===== src/rtl/spi_xip_cache_pkg.sv =====
// Shared types for the XIP read cache: bus widths, FSM encoding, captured request.
package spi_xip_cache_pkg;

    localparam int unsigned P_ADDR_W = 32;
    localparam int unsigned P_DATA_W = 32;
    localparam int unsigned P_STRB_W = 4;

    typedef enum logic [1:0] {
        XC_IDLE     = 2'd0,
        XC_M_SETUP  = 2'd1,
        XC_M_ACCESS = 2'd2,
        XC_RESP     = 2'd3
    } xc_state_e;

    // Request held stable on the downstream port while a transfer is in flight.
    typedef struct packed {
        logic [P_ADDR_W-1:0] addr;
        logic [2:0]          prot;
        logic                write;
        logic [P_DATA_W-1:0] wdata;
        logic [P_STRB_W-1:0] strb;
        logic                cacheable;
    } xc_req_t;

endpackage


===== src/rtl/xip_cache_array.sv =====
// Direct-mapped valid/tag/data store, one word per line.
//   rd_*    : combinational lookup (hit and data)
//   wr_*    : fill port, sets the entry valid
//   inv_*   : single-entry invalidate; flush clears every valid bit (wins over fill)
module xip_cache_array #(
    parameter int unsigned IDX_W  = 4,
    parameter int unsigned TAG_W  = 26,
    parameter int unsigned DATA_W = 32
) (
    input  logic              clk,
    input  logic              resetn,
    input  logic [IDX_W-1:0]  rd_idx,
    input  logic [TAG_W-1:0]  rd_tag,
    output logic              rd_hit_c,
    output logic [DATA_W-1:0] rd_data_c,
    input  logic              wr_en,
    input  logic [IDX_W-1:0]  wr_idx,
    input  logic [TAG_W-1:0]  wr_tag,
    input  logic [DATA_W-1:0] wr_data,
    input  logic              inv_en,
    input  logic [IDX_W-1:0]  inv_idx,
    input  logic              flush
);

    localparam int unsigned DEPTH = 32'(1) << IDX_W;

    logic [DEPTH-1:0]  valid_q, valid_d;
    logic [TAG_W-1:0]  tag_q  [DEPTH];
    logic [TAG_W-1:0]  tag_d  [DEPTH];
    logic [DATA_W-1:0] data_q [DEPTH];
    logic [DATA_W-1:0] data_d [DEPTH];

    assign rd_hit_c  = valid_q[rd_idx] && (tag_q[rd_idx] == rd_tag);
    assign rd_data_c = data_q[rd_idx];

    // Next-state of the store; flush is applied last so it overrides a same-cycle fill.
    always_comb begin
        valid_d = valid_q;
        tag_d   = tag_q;
        data_d  = data_q;
        if (wr_en) begin
            valid_d[wr_idx] = 1'b1;
            tag_d[wr_idx]   = wr_tag;
            data_d[wr_idx]  = wr_data;
        end
        if (inv_en) begin
            valid_d[inv_idx] = 1'b0;
        end
        if (flush) begin
            valid_d = '0;
        end
    end

    always_ff @(posedge clk or negedge resetn) begin
        if (!resetn) begin
            valid_q <= '0;
        end else begin
            valid_q <= valid_d;
        end
    end

    // Tag/data need no reset: they are only observed through a valid bit.
    always_ff @(posedge clk) begin
        tag_q  <= tag_d;
        data_q <= data_d;
    end

endmodule


===== src/rtl/spi_xip_cache.sv =====
// Zero-wait-state read cache in front of the APB-to-SPI flash bridge.
//   s_*      : upstream APB slave port (hits answered in the access cycle)
//   m_*      : downstream APB master port to the SPI bridge (misses, writes, non-flash)
//   flush    : one-cycle pulse invalidating every entry
//   hit_cnt  : cache hits; miss_cnt : cacheable read misses (both wrap)
module spi_xip_cache
    import spi_xip_cache_pkg::*;
#(
    parameter logic [31:0] FLASH_START = 32'h3000_0000,
    parameter logic [31:0] FLASH_END   = 32'h3fff_ffff,
    parameter int unsigned IDX_W       = 4
) (
    input  logic                clk,
    input  logic                resetn,
    input  logic [P_ADDR_W-1:0] s_paddr,
    input  logic                s_psel,
    input  logic                s_penable,
    input  logic [2:0]          s_pprot,
    input  logic                s_pwrite,
    input  logic [P_DATA_W-1:0] s_pwdata,
    input  logic [P_STRB_W-1:0] s_pstrb,
    output logic                s_pready,
    output logic [P_DATA_W-1:0] s_prdata,
    output logic                s_pslverr,
    output logic [P_ADDR_W-1:0] m_paddr,
    output logic                m_psel,
    output logic                m_penable,
    output logic [2:0]          m_pprot,
    output logic                m_pwrite,
    output logic [P_DATA_W-1:0] m_pwdata,
    output logic [P_STRB_W-1:0] m_pstrb,
    input  logic                m_pready,
    input  logic [P_DATA_W-1:0] m_prdata,
    input  logic                m_pslverr,
    input  logic                flush,
    output logic [31:0]         hit_cnt,
    output logic [31:0]         miss_cnt
);

    localparam int unsigned TAG_W = P_ADDR_W - IDX_W - 2;

    xc_state_e           state_q, state_d;
    xc_req_t             req_q, req_d;
    logic                m_psel_q, m_psel_d;
    logic                m_penable_q, m_penable_d;
    logic [P_DATA_W-1:0] rdata_q, rdata_d;
    logic                slverr_q, slverr_d;
    logic [31:0]         hit_cnt_q, hit_cnt_d;
    logic [31:0]         miss_cnt_q, miss_cnt_d;

    logic [P_ADDR_W-1:0] s_addr_al;
    logic                s_in_win, s_cacheable, s_access, hit_c;
    logic                rd_hit_c;
    logic [P_DATA_W-1:0] rd_data_c;
    logic                fill_en, inv_en;

    // Upstream decode on the word-aligned address.
    assign s_addr_al   = {s_paddr[P_ADDR_W-1:2], 2'b00};
    assign s_in_win    = (s_addr_al >= FLASH_START) && (s_addr_al <= FLASH_END);
    assign s_cacheable = s_in_win && !s_pwrite;
    assign s_access    = s_psel && s_penable;
    assign hit_c       = (state_q == XC_IDLE) && s_access && s_cacheable && rd_hit_c;

    xip_cache_array #(
        .IDX_W  (IDX_W),
        .TAG_W  (TAG_W),
        .DATA_W (P_DATA_W)
    ) u_array (
        .clk       (clk),
        .resetn    (resetn),
        .rd_idx    (s_paddr[IDX_W+1:2]),
        .rd_tag    (s_paddr[P_ADDR_W-1:IDX_W+2]),
        .rd_hit_c  (rd_hit_c),
        .rd_data_c (rd_data_c),
        .wr_en     (fill_en),
        .wr_idx    (req_q.addr[IDX_W+1:2]),
        .wr_tag    (req_q.addr[P_ADDR_W-1:IDX_W+2]),
        .wr_data   (m_prdata),
        .inv_en    (inv_en),
        .inv_idx   (s_paddr[IDX_W+1:2]),
        .flush     (flush)
    );

    // FSM next-state, downstream request and counters.
    always_comb begin
        state_d     = state_q;
        req_d       = req_q;
        m_psel_d    = 1'b0;
        m_penable_d = 1'b0;
        rdata_d     = rdata_q;
        slverr_d    = slverr_q;
        hit_cnt_d   = hit_cnt_q;
        miss_cnt_d  = miss_cnt_q;
        fill_en     = 1'b0;
        inv_en      = 1'b0;
        unique case (state_q)
            XC_IDLE: begin
                if (hit_c) begin
                    hit_cnt_d = hit_cnt_q + 32'd1;
                end else if (s_access) begin
                    req_d.addr      = s_paddr;
                    req_d.prot      = s_pprot;
                    req_d.write     = s_pwrite;
                    req_d.wdata     = s_pwdata;
                    req_d.strb      = s_pstrb;
                    req_d.cacheable = s_cacheable;
                    // A write into the window drops any stale copy of that word.
                    inv_en          = s_pwrite && s_in_win && rd_hit_c;
                    if (s_cacheable) begin
                        miss_cnt_d = miss_cnt_q + 32'd1;
                    end
                    m_psel_d = 1'b1;
                    state_d  = XC_M_SETUP;
                end
            end
            XC_M_SETUP: begin
                m_psel_d    = 1'b1;
                m_penable_d = 1'b1;
                state_d     = XC_M_ACCESS;
            end
            XC_M_ACCESS: begin
                if (m_pready) begin
                    rdata_d  = m_prdata;
                    slverr_d = m_pslverr;
                    fill_en  = req_q.cacheable && !m_pslverr;
                    state_d  = XC_RESP;
                end else begin
                    m_psel_d    = 1'b1;
                    m_penable_d = 1'b1;
                end
            end
            XC_RESP: begin
                state_d = XC_IDLE;
            end
            default: state_d = XC_IDLE;
        endcase
    end

    always_ff @(posedge clk or negedge resetn) begin
        if (!resetn) begin
            state_q     <= XC_IDLE;
            req_q       <= '0;
            m_psel_q    <= 1'b0;
            m_penable_q <= 1'b0;
            rdata_q     <= '0;
            slverr_q    <= 1'b0;
            hit_cnt_q   <= '0;
            miss_cnt_q  <= '0;
        end else begin
            state_q     <= state_d;
            req_q       <= req_d;
            m_psel_q    <= m_psel_d;
            m_penable_q <= m_penable_d;
            rdata_q     <= rdata_d;
            slverr_q    <= slverr_d;
            hit_cnt_q   <= hit_cnt_d;
            miss_cnt_q  <= miss_cnt_d;
        end
    end

    // Hits respond combinationally; misses respond from registers in RESP.
    assign s_pready  = hit_c || (state_q == XC_RESP);
    assign s_prdata  = hit_c ? rd_data_c : ((state_q == XC_RESP) ? rdata_q : '0);
    assign s_pslverr = (state_q == XC_RESP) && slverr_q;

    assign m_paddr   = req_q.addr;
    assign m_psel    = m_psel_q;
    assign m_penable = m_penable_q;
    assign m_pprot   = req_q.prot;
    assign m_pwrite  = req_q.write;
    assign m_pwdata  = req_q.wdata;
    assign m_pstrb   = req_q.strb;
    assign hit_cnt   = hit_cnt_q;
    assign miss_cnt  = miss_cnt_q;

endmodule


===== config.mk =====
export PLATFORM = sky130hd
export DESIGN_NAME = spi_xip_cache
export DESIGN_NICKNAME = d
export VERILOG_FILES = /design/src/rtl/spi_xip_cache_pkg.sv /design/src/rtl/xip_cache_array.sv /design/src/rtl/spi_xip_cache.sv
export SDC_FILE = /design/constraint.sdc
export NUM_CORES = 1
export LEC_CHECK = 0
export ABC_AREA = 1
export BUFFER_PORTS_ARGS = -buffer_cell sky130_fd_sc_hd__buf_2
export CAP_MARGIN = 20
export CORE_MARGIN = 3
export CORE_UTILIZATION = 45
export DETAILED_ROUTE_END_ITERATION = 12
export PLACE_DENSITY = 0.7
export SLEW_MARGIN = 30
export SYNTH_ARGS = -nofsm -noshare
export SYNTH_HDL_FRONTEND = slang
export SYNTH_SLANG_ARGS = --single-unit

===== constraint.sdc =====
create_clock -name clk -period 4.2 [get_ports clk]
set_input_delay 0.84 -clock clk [delete_from_list [all_inputs] [get_ports clk]]
set_output_delay 0.84 -clock clk [all_outputs]
set_load 0.005 [all_outputs]

### Word level (Yosys, flattened, before mapping)

Index checks and enable logic that the tools add are counted.
Widths: inputs -> output; s select.

* multiplexer cells: 37
* $add $sub $neg: 2
* bitwise logic cells: 6
* eq/ne operators: 7
* $lt $le $gt $ge: 9
* reduce and logical (&&, ||, !) cells: 23

Operators with widths (count)
* $bwmux 512: 1
* $bwmux 416: 1
* $mux 32: 5
* $bmux 32 s4: 1
* $demux 32 s4: 1
* $bmux 26 s4: 1
* $demux 26 s4: 1
* $mux 26: 3
* $add 32x1->32 const B: 2
* $mux 16: 3
* $ge 32x30->1 const B: 1
* $le 32x30->1 const B: 1
* $eq 26x26->1: 1
* $and 16x16->16: 1
* $not 16->16: 1
* $or 16x16->16: 1
* $logic_and 1x1->1: 14
* $mux 1: 11
* $ge 5x5->1 const B: 2
* $lt 4x5->1 const B: 2
* $not 4->5: 2
* $demux 1 s4: 2
* $ge 4x1->1 const B: 2
* $pmux 2 s4: 1
* 15 further kinds: 23

* word-level logic and storage cells: 130
* flip-flop bits (word level): 1118

### Longest topological paths before layout

* depth in word-level cells: 12
* gate-level depth with buffers: 24

### Modules after synthesis

From an unflattened synthesis, not the netlist that was laid out.

* cell total of the unflattened synthesis: 4337
* area, all modules: 47493.0 µm²

Modules (own cells, without submodules)
* xip_cache_array: times used 1, sequential area each 28267.1 µm², area each 38343.0 µm², cells an instance 3167
* spi_xip_cache: times used 1, sequential area each 4354.2 µm², area each 9150.0 µm², cells an instance 1170

### Worst setup path after synthesis

No wires, ideal clock.

* path kind: input to register
* start point: input m_pready
* end point: register u_array.data_q[0] (netlist name), enable pin
* buffers on the path: 0
* arrival time: 3829 ps
* required time: 3725 ps
* path slack: -104 ps
* stages on the path: 6
* path through: nand2_1 -> nor2_1 -> nand2_1 -> nor3_1 -> inv_1 -> nor2_1

* word-level cells in the longest chain between the ends: 2

Ends and longest elaborated chain
* start: declaration: line spi_xip_cache.sv:32 `input logic m_pready,`
* $mux 1: line spi_xip_cache.sv:122 `if (m_pready) begin`
* $mux 1: line spi_xip_cache.sv:96 `unique case (state_q)`
* end signal: assignment: line xip_cache_array.sv:65 `data_q <= data_d;`
* end: declaration: line xip_cache_array.sv:30 `logic [DATA_W-1:0] data_q [DEPTH];`

No other way between the ends.
A chain may end at the register's enable or synchronous reset.

### Worst setup path in the final report

* start point: input s_paddr[2]
* end point: output s_prdata[15]

* word-level cells in the longest chain between the ends: 8

Ends and longest elaborated chain
* start: declaration: line spi_xip_cache.sv:15 `input logic [P_ADDR_W-1:0] s_paddr,`
* $not 4->5 (implied by the code): line xip_cache_array.sv:33, xip_cache_array.sv:34
* $bmux 26 s4: line xip_cache_array.sv:33 `assign rd_hit_c = valid_q[rd_idx] && (tag_q[rd_idx] == rd_tag);`
* $mux 26 (implied by the code) (2 in series): line xip_cache_array.sv:33
* $eq 26x26->1: line xip_cache_array.sv:33
* $logic_and 1x1->1: line xip_cache_array.sv:33
* $logic_and 1x1->1: line spi_xip_cache.sv:62 `assign hit_c = (state_q == XC_IDLE) && s_access && s_cacheable && rd_hit_c;`
* $mux 32 *: line spi_xip_cache.sv:163 `assign s_prdata = hit_c ? rd_data_c : ((state_q == XC_RESP) ? rdata_q : '0);`
* end: declaration: line spi_xip_cache.sv:23 `output logic [P_DATA_W-1:0] s_prdata,`

Mark *: on every way between the ends. The rest lies on a longest branch, timed or not. The select of a mux whose other input is x is not followed.

==> flow_summary.toml <==
[sta]
worstMarginPinSlew_ns = 1.109
slew_violations = 0
fin_worst_skew_ns = 0.03260
fin_ws_ns = -0.04010
tns_ns = -0.1814
max_freq_ghz = 0.2358
rsz0062_at_grt = "true"
slew_headroom = 0.2535
final-setup-viol-count = 8
hold_slack_ns = 0.05425
period_needed_ns = 4.240
fin_crit_sh = 1.010
finalHoldViolations = 0

[power]
ir_worst_vdd_mv = 0.4499
power_frac_comb = 0.111
seqPwrFrac = 0.519
power_density_nw_per_um2 = 485.1
p_sw_uw = 7091
p_sw_frac = 0.2627
p_leak_uw = 0.02198
clock_power_share = 0.370
internal_power_uw = 19900

[worst_hold_path]
min_path_type = "primary input to async pin"

[synthesis]
synth.area.top_cells = "edfxtp_1 59%, nand2_1 12%, dfrtp_1 10%"
synth.distinct_cells = 36
yosys_warnings = 0
yosysTopAreaCell = "edfxtp_1"
synthArstFlopShare = 0.1699
yosys_most_used_dff = "edfxtp_1"
synth_fp_nets = 4356
netlist_area_sq_um = 47050
yosysSeqAreaShare = 0.6934
synth_edf_count = 928
yosysTopAreaCellShare = 0.5923
synth_seq_cells = 1118
syn-instance-count = 4238
postSynthAreaPerCell_sq_um = 11.10

[floorplan]
core_sq_um = 102800
row_count = 117
start_util = 0.4578
die_x_um = 329.3
die-area_sq_um = 108500
io_pins = 283
die_y_um = 329.3

[cts]
clock_latency_ns = 0.72
clock_sinks = 1118
numCtsBuffers = 112
cts_tree = "done"
cts_buffer_depth = 3
path_clk_slew_ns = 0.07
htreeDepth = 3
cts-root-buf = "clkbuf_16"

[placed_design]
pre_cts_ws_ns = -0.3037
place.gp.congestion = 0.9265
port-buffer-count = 282
hpwlAfterDp_um = 76500

[global_route]
grt_pass1_vias = 32390
antenna_found_initial = 12
track_usage = 0.2473
grt_overflow_total = 0
grt_max_degree = 129
grt_first_pass_wirelength_um = 202500

[setup_path]
crit_type = "primary input to primary output"
cp_max_fo = 16
crit_arrival_ns = 3.40
crit_required_ns = 3.36
critPathLaunchType = "primary input"
cp-end-kind = "primary output"

[detailed_routing]
ant_nets = 0
drc = 0
dr.pass1.iters = 6
avgViaCountPerCell = 5.627
routed_wl_um = 138000
avgRoutedWirePerCell_um = 22.83
initialDrtViolationCount = 3868
via_count = 34020

[finish]
nFillCells = 8599
drive_above_1_share = 0.1851
multi_input_area_sq_um = 12990
area_growth_pct = 18.27
fin_nets = 4693
regArea_sq_um = 32620

[flow_run]
max_cap_viol_count = 0

[status]
violations = "negative setup slack"
status = "finished with violations"
==> Yosys cell counts, types with 8 or more instances <==
library cell / number
buf_4: 82
buf_6: 8
nor2_1: 225
buf_2: 65
clkbuf_1: 104
edfxtp_1: 928
a22oi_1: 128
xnor2_1: 17
nand2_1: 1560
o21ai_0: 47
a31oi_1: 128
inv_1: 113
dfrtp_1: 190
nor3_1: 40
mux2_2: 32
nor4_1: 45
buf_1: 28
nand3_1: 342
nand4_1: 51
xor2_1: 34
o21ai_1: 24
==> cell type report <==
class / instances / area share
clock buffers: 148 / 0.05460
diodes: 5 / 0.0002249
well taps: 1368 / 0.03076
flip-flops and latches: 1118 / 0.5863
repair buffers: 509 / 0.07360
clock inverters: 64 / 0.01176
multi-input cells: 2711 / 0.2335
inverters: 122 / 0.009107
repair inverters: 1 / 0.0001574
==> state kept, by name, indices dropped and copies added, names as in the netlist <==
name,cells
u_array.data_q,512
u_array.tag_q,416
hit_cnt,32
m_paddr,32
m_pwdata,32
miss_cnt,32
rdata_q,32
u_array.valid_q,16
m_pstrb,4
m_pprot,3
state_q,2
m_penable,1
m_psel,1
m_pwrite,1
req_q,1
slverr_q,1
==> path summary, 6_finish.rpt <==
path | startpoint | to | slack (ns) | depth (start not counted)
max in group asynchronous | resetn | rdata_q[3] | 3.11 | 3
max | s_paddr[2] | s_prdata[15] | -0.04 | 23
max reg2reg | u_array.tag_q[219] | m_paddr[8] | 0.94 | 20
min reg2reg | m_pwdata[24] | m_pwdata[24] | 0.47 | 2
min | resetn | m_pstrb[1] | 0.05 | 1
min in group clk | s_pwdata[1] | m_pwdata[1] | 0.35 | 3
==> worst max-delay path, stage by stage <==
cell	delay [ns]
buf_16	0.13
clkinv_16	0.10
buf_12	0.16
buf_4	0.14
nand2_1	0.05
nand2_1	0.05
nand2_1	0.05
nand3_1	0.07
nand2_1	0.06
nand2_1	0.06
buf_4	0.14
o21ai_1	0.19
nand2_1	0.11
nor2_2	0.11
nand3_2	0.11
nor2_4	0.16
nand3_4	0.09
buf_12	0.17
buf_12	0.16
nand3_1	0.06
o21ai_1	0.09
buf_4	0.15
buf_2	0.11
==> metrics by stage <==
step | cells | power [uW] | area (sq um) | utilization
after detailed placement | 5787 | 17060 | 50750 | 0.4938
after floorplan | 4238 | 15700 | 47050 | -
final | 6046 | 26990 | 55640 | 0.5414
after global placement | 5787 | 16960 | 50740 | 0.4937
after CTS | 6029 | 27050 | 55170 | 0.5368
after global routing | 6042 | 27950 | 55630 | 0.5413
==> placed cells by master (no fill, tap or decap), types with 21 or more instances in the layout <==
| master | netlist | layout |
|---|---|---|
| o21ai_1 | 24 | 30 |
| xor2_1 | 34 | 34 |
| nand3_1 | 342 | 330 |
| buf_6 | 8 | 21 |
| mux2_2 | 32 | 32 |
| clkbuf_1 | 104 | 26 |
| nand2_1 | 1560 | 1511 |
| a31oi_1 | 128 | 128 |
| nor2_1 | 225 | 186 |
| nor2_4 | 0 | 27 |
| buf_4 | 82 | 146 |
| edfxtp_1 | 928 | 928 |
| dfrtp_1 | 190 | 190 |
| a22oi_1 | 128 | 128 |
| nor4_1 | 45 | 39 |
| clkbuf_16 | 0 | 117 |
| buf_12 | 0 | 40 |
| clkinv_2 | 0 | 28 |
| o21ai_0 | 47 | 26 |
| nand4_1 | 51 | 51 |
| nand2_2 | 2 | 50 |
| inv_1 | 113 | 109 |
| nor3_1 | 40 | 38 |
| buf_2 | 65 | 278 |
==> kinds of logic after synthesis <==
kind of cell	synth area share
AND/OR/NAND/NOR	0.1986
multiplexers	0.007660
XOR/XNOR	0.009495
buffers and inverters	0.04229
flip-flops	0.6934
adder cells (fa/ha/maj)	0.001862
AO/OA/AOI/OAI	0.04673
==> metal layers <==
layer | share of wire | routed length (um) | track usage | vias up
met5 | 0.00043 | 60 | 0 | -
met4 | 0.033 | 4569 | 0.08555 | 10
met3 | 0.11 | 14550 | 0.06138 | 298
met2 | 0.47 | 64770 | 0.3904 | 1862
met1 | 0.39 | 54090 | 0.3356 | 16520
li1 | - | - | - | 15330
==> power groups by stage <==
stage                     combinational, uW  clock (uW)  sequential (uW)
after floorplan                        1900           0            13800
after global placement                 2790           0            14200
after detailed placement               2860           0            14200
after CTS                              2960       10100            14000
after global routing                   3310       10500            14100
final                                  3010        9980            14000
==> repair_timing <==
item,4_1_cts,5_1_grt
resized for setup,87,104
hold buffers,0,0
buffers inserted,19,13
pin swaps,24,38
hold endpoints to repair,0,0
cloned,11,6
setup endpoints to repair,33,33
(Power assumes the default switching activity.)
